===== src/rtl/rx_sample_packer.sv =====
// RX sample packer: captures up to two I/Q channel pairs on each decimated strobe and
// serializes them as WIDTH-bit RX FIFO writes. Optional 8-bit packing mode under `RX_PACK8_EN`.
//
// state  | meaning
// IDLE   | waiting for strobe & enable; fifo_we low
// EMIT   | draining the held sample set, one word per non-full cycle
module rx_sample_packer #(
    parameter int WIDTH = 16,
    parameter int CNT_W = 16
) (
    input  logic             clock,
    input  logic             reset_n,
    input  logic             enable,
    input  logic             strobe,
    input  logic             nchan,
`ifdef RX_PACK8_EN
    input  logic             mode8,
`endif
    input  logic [WIDTH-1:0] ch0_i,
    input  logic [WIDTH-1:0] ch0_q,
    input  logic [WIDTH-1:0] ch1_i,
    input  logic [WIDTH-1:0] ch1_q,
    input  logic             fifo_full,
    output logic [WIDTH-1:0] fifo_wdata,
    output logic             fifo_we,
    output logic             busy,
    output logic             overrun,
    input  logic             clear_overrun,
    output logic [CNT_W-1:0] sample_count
);

    localparam logic [0:0] S_IDLE = 1'b0;
    localparam logic [0:0] S_EMIT = 1'b1;

    logic [0:0]       state;
    logic [2:0]       idx;
    logic [2:0]       nwords;
    logic [WIDTH-1:0] hold [4];
    logic [WIDTH-1:0] cap_word [4];
    logic [2:0]       cap_nwords;

    always_comb begin
        cap_word[0] = ch0_i;
        cap_word[1] = ch0_q;
        cap_word[2] = ch1_i;
        cap_word[3] = ch1_q;
        cap_nwords  = nchan ? 3'd4 : 3'd2;
`ifdef RX_PACK8_EN
        // 8-bit mode keeps only the upper half of I and Q, one word per channel
        if (mode8) begin
            cap_word[0] = {ch0_i[WIDTH-1 -: WIDTH/2], ch0_q[WIDTH-1 -: WIDTH/2]};
            cap_word[1] = {ch1_i[WIDTH-1 -: WIDTH/2], ch1_q[WIDTH-1 -: WIDTH/2]};
            cap_nwords  = nchan ? 3'd2 : 3'd1;
        end
`endif
    end

    assign busy = (state == S_EMIT);

    always_ff @(posedge clock or negedge reset_n) begin
        if (!reset_n) begin
            state        <= S_IDLE;
            idx          <= '0;
            nwords       <= '0;
            fifo_we      <= 1'b0;
            fifo_wdata   <= '0;
            overrun      <= 1'b0;
            sample_count <= '0;
            for (int k = 0; k < 4; k++) hold[k] <= '0;
        end else begin
            fifo_we <= 1'b0;
            // a same-cycle overrun below overrides this clear
            if (clear_overrun) overrun <= 1'b0;

            if (!enable) begin
                state        <= S_IDLE;
                sample_count <= '0;
            end else if (state == S_IDLE) begin
                if (strobe) begin
                    hold         <= cap_word;
                    nwords       <= cap_nwords;
                    sample_count <= sample_count + 1'b1;
                    state        <= S_EMIT;
                    // first word goes out straight from the inputs to hit N+1 latency
                    if (!fifo_full) begin
                        fifo_we    <= 1'b1;
                        fifo_wdata <= cap_word[0];
                        idx        <= 3'd1;
                    end else begin
                        idx <= 3'd0;
                    end
                end
            end else begin
                if (strobe) overrun <= 1'b1;
                // EMIT persists through the last-word cycle so a strobe there is an overrun
                if (idx == nwords) begin
                    state <= S_IDLE;
                end else if (!fifo_full) begin
                    fifo_we    <= 1'b1;
                    fifo_wdata <= hold[idx[1:0]];
                    idx        <= idx + 3'd1;
                end
            end
        end
    end

endmodule

===== config.mk =====
export PLATFORM = sky130hd
export DESIGN_NAME = rx_sample_packer
export DESIGN_NICKNAME = d
export VERILOG_FILES = /design/src/rtl/rx_sample_packer.sv
export SDC_FILE = /design/constraint.sdc
export NUM_CORES = 1
export LEC_CHECK = 0
export BUFFER_PORTS_ARGS = -buffer_cell sky130_fd_sc_hd__buf_2
export CAP_MARGIN = 40
export CORE_MARGIN = 1.5
export CORE_UTILIZATION = 35
export DETAILED_ROUTE_END_ITERATION = 7
export GPL_TIMING_DRIVEN = 1
export HOLD_SLACK_MARGIN = 0.12
export SLEW_MARGIN = 20
export SYNTH_ARGS = -nofsm -noshare
export SYNTH_HDL_FRONTEND = slang
export SYNTH_SLANG_ARGS = --single-unit

===== constraint.sdc =====
create_clock -name clock -period 4.51 [get_ports clock]
set_clock_uncertainty 0.2 [all_clocks]
set_input_delay 1.353 -clock clock [delete_from_list [all_inputs] [get_ports clock]]
set_output_delay 1.353 -clock clock [all_outputs]
set_load 0.05 [all_outputs]

==> run metrics, run 1 <==
setup_tns 0 ns; Via Count 3237; DIE WIDTH 118 um; Hold Fails Final Rpt 0; CTS root buffer clkbuf_16; Worst Setup EP busy; pwr/cell area 466 nW/um2; Cells after Synth 382; H-tree level count 3; Cell variety after synth 33; maximum root-to-sink buffer count 2; pins over their slew limit 0; Max-cap violations 0; largest net degree at the start of global routing 70; hold buffer count at CTS 0; number of global-route vias before repair about 3400; Resized cells post-CTS 0; IO Pins 106; Yosys reg bits about 100; critical path type reg2out; post-route minimum period approximately 2.9 ns; Post-synth top flop dfrtp_1; Detailed Place HPWL approximately 7 mm; syn avg cell area 12.2 um2; Layout fillers 1180; EDFF count, synth 0; worst setup path startpoint busy; Mapped Area roughly 4600 um2; CP delay by family, top flip-flops; fin nets approximately 560; DRT Pass-1 Iters 4; Detail Route Antenna Nets 0; Worst-Skew Late Latency approximately 0.35 ns; CP bufs+invs 1; commonest cells in the netlist 104 x dfrtp_1, 65 x mux2_2, 37 x a21oi_1; DRC 0; initial antenna violation count 1; setup bufs post-CTS 0; Initial DRC Count approximately 160; Slew @ Worst Pin 0.746 ns; Tcrit/Tclk final 0.639; Leakage between 2 and 3 nW; sequential area share after synthesis 0.560; Worst slew margin 0.503; total routed wirelength 10.3 mm; unrepaired setup endpoints after global routing no; Core Region 12800 um2; FF-to-FF End idx[1]; worst min-delay path category reg2reg; die area 14000 um2; critical path, cell by cell buf_2; Clock Sinks around 100; Critical Path RT 2.96 ns; num rows just over 40; Initial Util 0.364; max frequency 0.347 GHz; area leader, netlist dfrtp_1; share of cells above drive strength 1 0.402; Worst Path Max Fanout 16; TritonCTS clock tree yes; VDD IR max 298 uV; routed len/inst 15.6 um; GPL Wtd Cong 0.782; CP Capture Type primary output; Synthesized Nets 455; async set-reset flop share out of synthesis 1.00; area delta synth->final 22.8%; Critical Path Slowest Stage Cell dfrtp_1; final setup vio count 0; Worst path depth 1; CTS Buf Count 9; crit path launch type flip-flop; yosys warns 0; DR vias/cell just under 5; global-route wire length before repair 17.2 mm; reg2reg path depth 6; chip height 118 um; worst r2r src idx[0]; most frequent cell after synthesis dfrtp_1; Ant. Diodes 0; gr usage total 0.156; Port Buf Inserts 105; dominant cells by area after synthesis dfrtp_1 56%, mux2_2 16%, mux2i_1 7.3%; Clock Pin Slew Worst Setup and Hold Paths 0.07 ns; Crit path arrival time 1.33 ns; Synth top area share 0.560; final core occ 0.446; reg2reg setup slack 2.26 ns; Max stage delay on crit path about 0.63 ns; status finished, final reports clean; grt ovf 0
==> power by group <==
group / leakage (nW) / internal (mW) / switching [mW]
combinational: 1.22 / 0.276 / 0.370
clock: 0.148 / 0.451 / 0.347
sequential: 1.25 / 1.10 / 0.109
total: 2.62 / 1.83 / 0.827
==> flip-flops by register name, summed over array words and instances (netlist names) <==
name          flops
nwords            2
overrun           1
busy              1
fifo_wdata       16
fifo_we           1
idx               3
hold             64
sample_count     16
==> cell families after synthesis <==
group,synth area share
mux,0.231
simple gates,0.0768
xor+xnor,0.0245
buf+inv,0.0256
fa+ha+maj,0.00539
compound gates,0.0765
flops,0.560
==> routing by layer <==
metal  GRT usage  vias to the layer above  share of wire
met5           0                        -              0
met4      0.0320                        0         0.0069
met3      0.0574                        4          0.064
met2       0.257                       86           0.48
met1       0.196                     1586           0.44
li1            -                     1561              -
==> stage by stage <==
step                      area [um2]  hold slack [ns]  total power, mW  setup slack [ns]  std cells
after floorplan                 4640            0.269             1.68              1.75        382
after global placement          5340            0.286             1.85              1.53        642
after detailed placement        5400            0.291             1.89              1.51        644
after CTS                       5700            0.309             2.70              1.63        660
after global routing            5700            0.314             2.80              1.54        660
final                           5700            0.304             2.66              1.63        660
==> layout by cell type, fill, tap and decap left out, types with 2 or more instances in the layout <==
| cell type | n |
|---|---|
| mux2_2 | 65 |
| nor2_1 | 27 |
| xnor2_1 | 8 |
| nand3_1 | 4 |
| or3_1 | 2 |
| xor2_1 | 5 |
| ha_1 | 2 |
| nand2_1 | 15 |
| o22ai_1 | 17 |
| nand2b_1 | 4 |
| nor3_1 | 5 |
| a21oi_1 | 37 |
| dfrtp_1 | 103 |
| clkbuf_16 | 9 |
| buf_16 | 2 |
| nor4_1 | 4 |
| nand3b_1 | 2 |
| o21ai_0 | 6 |
| nand4_1 | 2 |
| buf_2 | 104 |
| mux2i_1 | 34 |
| buf_4 | 4 |
| inv_1 | 7 |
==> final cells by class <==
class,instances,area (um2),share of cell area
sequential,104,2600,0.457
multi-input combinational,250,1930,0.338
timing repair buffer,111,626,0.110
clock buffer,11,243,0.0426
tap,172,215,0.0377
clock inverter,5,62.6,0.0110
inverter,7,26.3,0.00461
==> worst min-delay path by stage <==
stage,cells past startpoint,endpoint,slack (ns),startpoint
after global placement,2,nwords[1],0.29,nwords[1]
final,1,hold[29],0.30,hold[29]
after floorplan,2,nwords[1],0.27,nwords[1]
after detailed placement,1,hold[48],0.29,hold[48]
after global routing,1,hold[34],0.31,hold[34]
after CTS,1,hold[48],0.31,hold[48]
No activity file was read; power rests on OpenSTA's default activity.
==> run 2, diff against run 1 <==
Settings changed: ABC_AREA set to 1.
Clock period 4.51 ns to 2.45 ns, I/O delays scaled along.
==> run metrics, run 2 <==
routed len/inst 13.8 um (-12%); Mapped Area 5140 um2 (+11%); critical path type reg2out; yosys warns 0 (unchanged); H-tree level count 3 (unchanged); number of flip-flops under the largest register name 64 (unchanged); Post-synth top flop dfrtp_1; EDFF count, synth 0 (unchanged); Yosys reg bits 104 (unchanged); Cells after Synth 673 (+76%); status finished, final reports clean; Largest regs hold: 64 flops, fifo_wdata: 16 flops, sample_count: 16 flops; DIE WIDTH 124 um (+5.1%); gr usage total 0.180 (+0.0243); syn avg cell area 7.64 um2 (-37%); Worst-Skew Late Latency 0.34 ns (about the same); CP Capture Type primary output; DRT Pass-1 Iters 4 (unchanged); worst setup path startpoint busy; chip height 124 um (+5.1%); Top reg by flops hold; pins over their slew limit 0 (unchanged); commonest cells in the netlist 329 x nand2_1, 104 x dfrtp_1, 58 x nand3_1; Worst slew margin 0.649 (+0.146); TritonCTS clock tree yes; initial antenna violation count 0 (-1); setup_tns 0 ns (unchanged); Leakage 3.33 nW (+27%); Tcrit/Tclk final 0.841; Ant. Diodes 0 (unchanged); adder-cell share of the synthesized area 0.00487 (-0.000518); Initial Util 0.356 (-0.00734); Resized cells post-CTS 0 (unchanged); CP delay by family, top flip-flops; hold slack 0.150 ns (-0.154 ns); fin nets 839 (+51%); CTS Buf Count 9 (unchanged); most frequent cells in the layout 329 x nand2_1, 104 x dfrtp_1, 104 x buf_2, 58 x nand3_1, 40 x o21ai_0; most frequent cell after synthesis nand2_1; Core Region 14400 um2 (+13%); combinational family with the most area after synthesis simple AND/OR/NAND/NOR gates; critical path, cell by cell buf_2; Max-cap violations 0 (unchanged); area leader, netlist dfrtp_1; Worst path depth 1 (unchanged); Critical Path RT 1.51 ns (-1.45 ns); DRC 0 (unchanged); Clock Pin Slew Worst Setup and Hold Paths 0.07 ns (about the same); Worst Setup EP busy; pwr/cell area 830 nW/um2 (+78%); largest net degree at the start of global routing 69 (-1.4%); maximum root-to-sink buffer count 2 (unchanged); worst r2r src busy; total routed wirelength 13.2 mm (+28%); unrepaired setup endpoints after global routing no; number of global-route vias before repair 4191 (+22%); Detailed Place HPWL 9.17 mm (+28%); Max stage delay on crit path 0.46 ns (-0.17 ns); final setup vio count 0 (unchanged); worst min-delay path category in2async; sequential area share after synthesis 0.506 (-0.0539); Slew @ Worst Pin 0.526 ns (-0.220 ns); post-route minimum period just over 2 ns; VDD IR max 325 uV (+9.2%); Via Count 4415 (+36%); Synthesized Nets 746 (+64%); reg2reg setup slack 0.57 ns (-1.69 ns); multiplexer share of the synthesized area 0 (-0.231); CP bufs+invs 1 (unchanged); hold buffer count at CTS 0 (unchanged); num rows 44 (+7.3%); dominant cells by area after synthesis dfrtp_1 51%, nand2_1 24%, nand3_1 5.6%; DR vias/cell 4.62 (-5.7%); Worst Path Max Fanout 6 (-10); Crit path arrival time 1.13 ns (-0.20 ns); global-route wire length before repair 21.5 mm (+25%); grt ovf 0 (unchanged); area delta synth->final 19.3%; async set-reset flop share out of synthesis 1.00 (unchanged); reg2reg path depth 6 (unchanged); post-synthesis xor/xnor area fraction 0.00341 (-0.0211); crit path launch type flip-flop; Critical Path Slowest Stage Cell dfrtp_1; CTS root buffer clkbuf_16; FF-to-FF End fifo_wdata[15]; Port Buf Inserts 105 (unchanged); Initial DRC Count 315 (+100%); Hold Fails Final Rpt 0 (unchanged); share of cells above drive strength 1 0.201 (-0.201); Clock Sinks 104 (unchanged); Synth top area share 0.506 (-0.0539); Cell variety after synth 34 (+3.0%); post-synthesis compound-gate area fraction 0.0618 (-0.0147); max frequency slightly below 0.5 GHz; IO Pins 106 (unchanged); GPL Wtd Cong 0.850 (+8.8%); commonest non-fill, non-tap cell in the layout nand2_1; simple logic cell fraction of the synthesized area 0.353 (+0.277); Detail Route Antenna Nets 0 (unchanged); die area 15400 um2 (+10%); setup bufs post-CTS 0 (unchanged)
## run 2: cell count changes after synthesis, sizes merged, moves of 6 or more
cell,delta
xnor2,-6
inv,+33
o21ai,+35
nand3,+57
buf,+13
mux2,-65
nand2,+324
a21oi,-29
mux2i,-34
o22ai,-14
## run 2: worst min path at each step
| stage | start | to | slack [ns] | depth (start not counted) |
|---|---|---|---|---|
| 2_1_floorplan | reset_n | busy | 0.24 | 0 |
| 3_3_place_gp | fifo_wdata[7] | fifo_wdata[7] | 0.26 | 2 |
| 3_5_place_dp | fifo_wdata[13] | fifo_wdata[13] | 0.26 | 2 |
| 4_1_cts | reset_n | sample_count[13] | 0.15 | 2 |
| 5_1_grt | reset_n | sample_count[13] | 0.17 | 2 |
| 6_report | reset_n | sample_count[13] | 0.15 | 2 |
## run 2: area by class of cell
class                      count  area [um2]
inverter                      41         160
fill                        1534        8290
sequential                   104        2600
clock buffer                  12         267
timing repair buffer         114         646
multi-input combinational    496        2180
clock inverter                 4        51.3
tap                          184         230
## run 2: kinds of logic after synthesis
family,count (synthesis)
and+or+nand+nor,435
buffers and inverters,73
DFF,104
AOI/OAI and AO/OA,57
xor gates and xnor gates,2
adders and majority gates,2
## run 2: stage by stage
stage	cells	cell area [um2]	total power, mW	setup slack (ns)	util
6_report	955	6130	5.09	0.389	0.425
5_1_grt	955	6130	5.41	0.328	0.425
4_1_cts	955	6130	5.14	0.380	0.425
3_5_place_dp	939	5810	3.62	0.438	0.403
3_3_place_gp	939	5810	3.60	0.429	0.403
2_1_floorplan	673	5140	3.22	0.550	-
## run 2: per-layer routing
| layer | track usage | up-vias | routed length [um] |
|---|---|---|---|
| li1 | - | 2285 | - |
| met1 | 0.263 | 2018 | 6470 |
| met2 | 0.274 | 100 | 5960 |
| met3 | 0.0298 | 12 | 608 |
| met4 | 0.0533 | 0 | 123 |
| met5 | 0 | - | 0 |
## run 2: power breakdown
group          leakage [nW]  internal, mW  switching (mW)
sequential             1.32          2.01           0.165
combinational          1.85         0.425           0.982
clock                 0.155         0.876           0.635
total                  3.33          3.31            1.78
==> run 3, diff against run 2 <==
Clock period 2.45 ns to 1.8 ns, I/O delays scaled along.
==> run metrics, run 3 (synthesized netlist as in run 2, its figures left out) <==
initial antenna violation count 1 (+1); routing usage on met1 0.271 (+0.00805); Worst Path Max Fanout 6 (unchanged); global-route wire length before repair 21.7 mm (+1.2%); grt ovf 0 (unchanged); routed len/inst 13.8 um (+0.11%); Worst Hold Depth 2; Clock Sinks 104 (unchanged); area delta synth->final 23.4%; met2 Usage GRT 0.268 (-0.00652); VDD IR max 527 uV (+62%); gr usage total 0.185 (+0.00463); Worst path depth 1 (unchanged); maximum root-to-sink buffer count 2 (unchanged); Worst-Skew Late Latency 0.36 ns (+0.02 ns); most frequent cells in the layout 329 x nand2_1, 96 x dfrtp_1, 89 x buf_2, 58 x nand3_1, 40 x o21ai_0; reg2reg path depth 6 (unchanged); pwr/cell area 1100 nW/um2 (+32%); Port Buf Inserts 105 (unchanged); Tcrit/Tclk final 0.989; CTS Buf Count 9 (unchanged); Slew @ Worst Pin 0.423 ns (-0.103 ns); met3 global-route usage 0.0279 (-0.00183); final cell count without fillers 975 (+2.1%); setup bufs post-CTS 0 (unchanged); pins over their slew limit 0 (unchanged); Max stage delay on crit path 0.44 ns (-0.02 ns); Worst slew margin 0.715 (+0.0665); Initial Util 0.356 (unchanged); Max-cap violations 0 (unchanged); status finished, final reports clean; IO Pins 106 (unchanged); total routed wirelength 13.5 mm (+2.2%); Worst Setup Slack, final 0.0206 ns (-0.369 ns); Via Count 4475 (+1.4%); Detail Route Antenna Nets 0 (unchanged); Critical Path Slowest Stage Cell dfrtp_1; die area 15400 um2 (unchanged); max frequency between 0.5 and 0.6 GHz; Hold Fails Final Rpt 0 (unchanged); Crit path arrival time 1.04 ns (-0.09 ns); number of global-route vias before repair 4305 (+2.7%); Critical Path RT 1.06 ns (-0.45 ns); gr busiest metal met1; unrepaired setup endpoints after global routing no; Placement Setup Slack 0.0811 ns (-0.357 ns); DIE WIDTH 124 um (unchanged); DRC 0 (unchanged); Core Region 14400 um2 (unchanged); Clock Pin Slew Worst Setup and Hold Paths 0.07 ns (about the same); CP bufs+invs 1 (unchanged); largest net degree at the start of global routing 52 (-25%); Initial DRC Count 316 (+0.32%); commonest non-fill, non-tap cell in the layout nand2_1; setup_tns 0 ns (unchanged); DR vias/cell 4.59 (-0.72%); Detailed Place HPWL 9.82 mm (+7.2%); CP delay by family, top flip-flops; critical path type reg2out; Leakage 3.41 nW (+2.3%); share of cells above drive strength 1 0.228 (+0.0268); placed cells 957 (+1.9%); TritonCTS clock tree yes; worst min-delay path category in2reg; crit path launch type flip-flop; CTS root buffer clkbuf_16; Pwr Total 6.95 mW (+37%); chip height 124 um (unchanged); H-tree level count 3 (unchanged); post-route minimum period 1.78 ns; fin nets 858 (+2.3%); Largest regs hold: 64 flops, fifo_wdata: 16 flops, sample_count: 16 flops; final setup vio count 0 (unchanged); GPL Wtd Cong 0.880 (+3.5%); Top reg by flops hold; critical path, cell by cell buf_4; Final Cell Area 6340 um2 (+3.4%); CP Capture Type primary output; number of flip-flops under the largest register name 64 (unchanged); num rows 44 (unchanged); DRT Pass-1 Iters 4 (unchanged); Placed Area 5980 um2 (+2.8%)
-- run 3: per-stage QoR --
| stage | util | hold slack [ns] |
|---|---|---|
| finish | 0.439 | 0.160 |
| global route | 0.439 | 0.182 |
| CTS | 0.438 | 0.158 |
| detailed placement | 0.414 | 0.256 |
| global placement | 0.414 | 0.260 |
| floorplan | - | 0.0444 |
-- run 3: final cells by class --
| cell class | instances | area [um2] |
|---|---|---|
| Clock inverter | 5 | 56.3 |
| Clock buffer | 11 | 243 |
| Antenna cell | 1 | 2.50 |
| Inverter | 41 | 161 |
| Timing Repair Buffer | 133 | 857 |
| Tap cell | 184 | 230 |
| Fill cell | 1539 | 8090 |
| Multi-Input combinational cell | 496 | 2180 |
| Sequential cell | 104 | 2610 |
-- run 3: worst paths after layout --
path                                  startpoint          endpoint  slack [ns]
worst min register to register    fifo_wdata[11]    fifo_wdata[11]        0.27
max in group asynchronous                reset_n           hold[1]        0.47
worst min-delay path               clear_overrun           overrun        0.16
worst max-delay path            sample_count[10]  sample_count[10]        0.02
worst max register to register              busy     fifo_wdata[4]        0.12
min in group asynchronous                reset_n    fifo_wdata[14]        0.42
-- run 3: where the power goes --
part / internal (mW) / switching [mW] / leakage (nW)
clock network: 1.11 / 0.879 / 0.146
registers: 2.73 / 0.221 / 1.31
logic: 0.653 / 1.35 / 1.95
total: 4.50 / 2.45 / 3.41
-- run 3: layer usage --
| layer | share of wire | up-vias |
|---|---|---|
| met4 | 0.018 | 0 |
| met5 | 0 | - |
| li1 | - | 2332 |
| met3 | 0.046 | 16 |
| met2 | 0.45 | 90 |
| met1 | 0.49 | 2037 |
-- run 3: repair_timing --
action,in CTS,in global routing
pin swaps,0,0
endpoints found under the hold margin,16,0
resized for setup,13,9
endpoints found under the setup margin,12,8
hold buffers,1,0
